File: src/rtl/jt053246_dma.sv
// Sprite-table DMA for the 053246/053244: clears the object cache, then copies
// the object table from sprite RAM, re-slotting by priority byte in 053246 mode.
//
// state    | meaning
// ---------+-----------------------------------------------------------
// ST_IDLE  | waiting for a vs edge (053246) or CPU trigger (053244)
// ST_CLEAR | zeroing both cache banks, one row per tick
// ST_COPY  | presenting read addresses; writing back the previous word
// ST_LAST  | write-back of the final word, no read issued
module jt053246_dma (
    input  logic        clk,
    input  logic        rst,
    input  logic        pxl2_cen,
    input  logic        dma_en,
    input  logic        dma_trig,
    input  logic        k44_en,
    input  logic        hs,
    input  logic        vs,
    output logic [12:0] dma_addr,
    input  logic [15:0] dma_data,
    output logic        dma_bsy,
    output logic        dma_weh,
    output logic        dma_wel,
    output logic [10:0] dma_wr_addr,
    output logic [15:0] dma_din,
    output logic        flicker
);

    localparam logic [1:0] ST_IDLE  = 2'd0;
    localparam logic [1:0] ST_CLEAR = 2'd1;
    localparam logic [1:0] ST_COPY  = 2'd2;
    localparam logic [1:0] ST_LAST  = 2'd3;

    logic [1:0]  st_q, st_d;
    logic [10:0] cnt_q, cnt_d;
    logic [10:0] rd_q, rd_d;
    logic        mode_q, mode_d;
    logic [7:0]  slot_q, slot_d;
    logic        valid_q, valid_d;
    logic        vs_q;
    logic        flick_q;

    logic        vs_rise;
    logic        start;
    logic        wb_act;
    logic [10:0] wb_ptr;
    logic [7:0]  slot_eff;
    logic        valid_eff;
    logic        unused_hs;

    assign unused_hs = hs;
    assign vs_rise   = vs & ~vs_q;
    assign start     = k44_en ? dma_trig : (dma_en & vs_rise);

    // Read data lags its address by one tick, so the word being written back
    // is the one addressed on the previous tick (the held address in ST_LAST).
    always_comb begin
        wb_act = ((st_q == ST_COPY) && (rd_q != 11'd0)) || (st_q == ST_LAST);
        wb_ptr = (st_q == ST_LAST) ? rd_q : rd_q - 11'd1;
        if (wb_ptr[2:0] == 3'd0) begin
            slot_eff  = mode_q ? wb_ptr[10:3] : dma_data[7:0];
            valid_eff = mode_q | dma_data[15];
        end else begin
            slot_eff  = slot_q;
            valid_eff = valid_q;
        end
    end

    always_comb begin
        dma_wr_addr = 11'd0;
        dma_din     = 16'd0;
        dma_wel     = 1'b0;
        dma_weh     = 1'b0;
        if (st_q == ST_CLEAR) begin
            dma_wr_addr = {~cnt_q[9:0], 1'b0};
            dma_wel     = pxl2_cen;
            dma_weh     = pxl2_cen;
        end else if (wb_act) begin
            dma_wr_addr = {slot_eff, wb_ptr[2:0]};
            dma_din     = dma_data;
            dma_wel     = pxl2_cen & valid_eff & ~wb_ptr[0];
            dma_weh     = pxl2_cen & valid_eff & wb_ptr[0];
        end
    end

    always_comb begin
        st_d    = st_q;
        cnt_d   = cnt_q;
        rd_d    = rd_q;
        mode_d  = mode_q;
        slot_d  = slot_q;
        valid_d = valid_q;
        if (wb_act && (wb_ptr[2:0] == 3'd0)) begin
            slot_d  = slot_eff;
            valid_d = valid_eff;
        end
        case (st_q)
            ST_IDLE: begin
                if (start) begin
                    st_d   = ST_CLEAR;
                    cnt_d  = 11'd1023;
                    mode_d = k44_en;
                end
            end
            ST_CLEAR: begin
                if (cnt_q == 11'd0) begin
                    st_d  = ST_COPY;
                    cnt_d = mode_q ? 11'd1023 : 11'd2047;
                    rd_d  = 11'd0;
                end else begin
                    cnt_d = cnt_q - 11'd1;
                end
            end
            ST_COPY: begin
                if (cnt_q == 11'd0) begin
                    st_d = ST_LAST;
                end else begin
                    cnt_d = cnt_q - 11'd1;
                    rd_d  = rd_q + 11'd1;
                end
            end
            default: st_d = ST_IDLE;
        endcase
    end

    always_ff @(posedge clk or posedge rst) begin
        if (rst) begin
            st_q    <= ST_IDLE;
            cnt_q   <= 11'd0;
            rd_q    <= 11'd0;
            mode_q  <= 1'b0;
            slot_q  <= 8'd0;
            valid_q <= 1'b0;
            vs_q    <= 1'b0;
            flick_q <= 1'b0;
        end else if (pxl2_cen) begin
            st_q    <= st_d;
            cnt_q   <= cnt_d;
            rd_q    <= rd_d;
            mode_q  <= mode_d;
            slot_q  <= slot_d;
            valid_q <= valid_d;
            vs_q    <= vs;
            if (vs_rise) flick_q <= ~flick_q;
        end
    end

    assign dma_bsy  = (st_q != ST_IDLE);
    assign dma_addr = {2'b00, rd_q};
    assign flicker  = flick_q;

endmodule

File: config.mk
export PLATFORM = sky130hd
export DESIGN_NAME = jt053246_dma
export DESIGN_NICKNAME = d
export VERILOG_FILES = /design/src/rtl/jt053246_dma.sv
export SDC_FILE = /design/constraint.sdc
export NUM_CORES = 1
export LEC_CHECK = 0
export CAP_MARGIN = 10
export CORE_ASPECT_RATIO = 1.5
export CORE_MARGIN = 1
export CORE_UTILIZATION = 30
export DETAILED_ROUTE_END_ITERATION = 7
export GPL_ROUTABILITY_DRIVEN = 0
export MAX_ROUTING_LAYER = met4
export PLACE_DENSITY = 0.64
export SYNTH_ARGS = -nofsm -noshare
export SYNTH_HDL_FRONTEND = slang
export SYNTH_SLANG_ARGS = --single-unit
export TNS_END_PERCENT = 50
File: constraint.sdc
create_clock -name clk -period 8.7 [get_ports clk]
set_input_delay 2.61 -clock clk [delete_from_list [all_inputs] [get_ports clk]]
set_output_delay 2.61 -clock clk [all_outputs]
set_load 0.05 [all_outputs]
==> results.cfg <==
[critical_path]
cp_top_family = buffers and inverters
cp.arrival_ns = 4.77
r2r-end = slot_q[5]
path_class = in2out
critPathSlowestCell = clkdlybuf4s50_1
worstPathRequired_ns = 6.09
critPathMaxStageDelay_ns = 0.85
rrSetupSlack_ns = 5.97
r2r_start = rd_q[0]
crit_chain = clkdlybuf4s50_1 -> nor2_1 -> a311oi_1 -> a211oi_1 -> a211oi_1 -> clkdlybuf4s50_1
ff2ff_path_depth = 6
worstSetupEndpointType = primary output
path_buf_inv = 2
cp_max_fo = 2
startpoint_type = input pin

[clock_network]
cts-root-buf = clkbuf_16
htreeDepth = 2
cts_setup_buffers = 0
clk_pin_slew_ns = 0.05
cts_buffers = 5
cts_hold_buf = 0
clock_sinks = 36
cts_buffer_depth = 2
cts_tree = yes
cts_resized = 0
clk_latency_ns = 0.28

[yosys]
yosysWarningCount = 0
synth_fa_ha_area_frac = 0.03717
ys.flop_type = dfrtp_1
muxShareOfSynthArea = 0.04461
synth_edf_count = 0
synth_top_area_cell = dfrtp_1
syn_inst = 314
synth_area_leaders = dfrtp_1 (33%), nor2_1 (4.6%), and2_1 (3.9%), o21ai_0 (3.9%), ha_1 (3.7%)
synth-simple-area-share = 0.2546
synth_common_cells = dfrtp_1 (36), nor2_1 (33), nand2_1 (21), o21ai_0 (21), and2_1 (17)
synth-compound-area-share = 0.2045
ys_ff_latch = 36
synth.avg_cell_area_um2 = 8.575
yosysMostFrequentCell = dfrtp_1
yosysSeqAreaShare = 0.3346
synth_top_family_by_area = simple AND/OR/NAND/NOR gates
syn_area_um2 = 2693
ys_async_sr_fraction = 1.000
synthXorXnorAreaFrac = 0.05530
synth.top_cell.area_share = 0.3346
ys_types = 56

[power]
switching_share = 0.5244
pwr-share-seq = 0.216
power_frac_clock = 0.128
combPwrFrac = 0.656
power_density_nw_per_um2 = 402.5
switching_power_uw = 744.0
leakagePower_uw = 0.001464
vdd_drop_max_v = 0.0002757
cell_internal_pwr_uw = 674.6

[place]
port_buffers = 64
place_ws_ns = 1.297
dp_hpwl_um = 5388

[worst_hold_path]
hp-start = flicker
hp-class = reg2reg
holdPathEnd = flicker
holdPathStages = 1

[sta]
maxSlewHeadroom = 0.3073
tns_ns = 0
worst-slew-pin-transition_ns = 1.031
max_freq_mhz = 135.6
setup_ws_ns = 1.323
finClkSkew_ns = 0.005900
period_minus_slack_ns = 7.377
rsz0062_at_grt = no
fin_crit_sh = 0.8479
slew_violations = 0
hold_violations = 0
whs_ns = 0.4858
finalSetupViolCount = 0

[global_routing]
grt_remaining_overflow = 0
antenna_found_initial = 0
grt_pass1_vias = 2455
grt_max_degree = 37
grtUsageTotal = 0.1640
grt_pass1_wl_um = 11940

[routing]
wirelength_um = 7316
drtIter0Drc = 255
routed_via_density = 5.319
ant_nets = 0
drc = 0
drtPass1Iterations = 4
vias = 2532
wire_per_inst_um = 15.37

[die]
core-area_um2 = 8776
placementRows = 42
die_area_um2 = 9366
die_w_um = 79.36
die-height_um = 118.0
io_pins = 68
start_util = 0.3068

[cells_and_area]
drive_gt1_frac = 0.07104
area_growth_pct = 30.90
layout.nets = 397
fillCellCount = 882
diodes = 0

[outcome]
run_status = completed

[run]
max_cap_viol_count = 0
power groups by stage:
| stage | Combinational [uW] | Clock, uW | Sequential [uW] |
|---|---|---|---|
| 6_report | 931 | 182 | 306 |
| 5_1_grt | 999 | 189 | 316 |
| 4_1_cts | 930 | 184 | 304 |
| 3_5_place_dp | 927 | 0 | 305 |
| 3_3_place_gp | 914 | 0 | 303 |
| 2_1_floorplan | 697 | 0 | 289 |
metal layers:
metal	GRT usage	share of wire	vias up
li1	-	-	1236
met1	0.2083	0.44	1214
met2	0.2662	0.50	71
met3	0.01473	0.043	11
met4	0.06364	0.017	0
met5	-	0	-
kinds of logic after synthesis:
| group | after synthesis |
|---|---|
| muxes | 11 |
| and+or+nand+nor | 124 |
| xor gates and xnor gates | 17 |
| other | 1 |
| AOI/OAI and AO/OA | 78 |
| adders and majority gates | 8 |
| buffers and inverters | 39 |
| DFF | 36 |
sequential cells by signal (all words and copies together), names as in the netlist:
register and cells:
st_q 2, flicker 1, mode_q 1, rd_q 11, cnt_q 11, valid_q 1, slot_q 8, vs_q 1
layout make-up:
cell class | instances | area [um^2] | share of cell area
Inverter | 13 | 48.80 | 0.01384
Clock buffer | 8 | 146.4 | 0.04153
Timing Repair Buffer | 69 | 678.2 | 0.1924
Sequential cell | 36 | 900.9 | 0.2556
Multi-Input combinational cell | 240 | 1613 | 0.4576
Tap cell | 110 | 137.6 | 0.03905
worst max path at each step:
stage                startpoint        endpoint  slack, ns  cells after the start
global placement    dma_data[4]  dma_wr_addr[7]       1.36                      6
floorplan           dma_data[2]  dma_wr_addr[5]       1.92                      4
finish              dma_data[2]  dma_wr_addr[5]       1.32                      6
detailed placement  dma_data[4]  dma_wr_addr[7]       1.30                      6
global route        dma_data[4]  dma_wr_addr[7]       1.21                      6
CTS                 dma_data[4]  dma_wr_addr[7]       1.30                      6
layout by cell type (no fill, tap or decap), drive strengths merged, types with 10 or more instances in the layout:
| cell | count |
|---|---|
| clkdlybuf4s50 | 64 |
| dfrtp | 36 |
| nor2 | 33 |
| o21ai | 21 |
| nand2 | 21 |
| and2 | 17 |
| inv | 13 |
| xor2 | 11 |
| nand4 | 10 |
| a211oi | 10 |
stage by stage:
stage | total power [uW] | cell area [um^2] | util | std cells
after floorplan | 985.7 | 2696 | - | 315
after global placement | 1217 | 3378 | 0.3849 | 468
after detailed placement | 1232 | 3378 | 0.3849 | 468
after CTS | 1418 | 3525 | 0.4016 | 476
after global routing | 1505 | 3525 | 0.4016 | 476
final | 1419 | 3525 | 0.4016 | 476
Power figures use the tool's default switching activity.
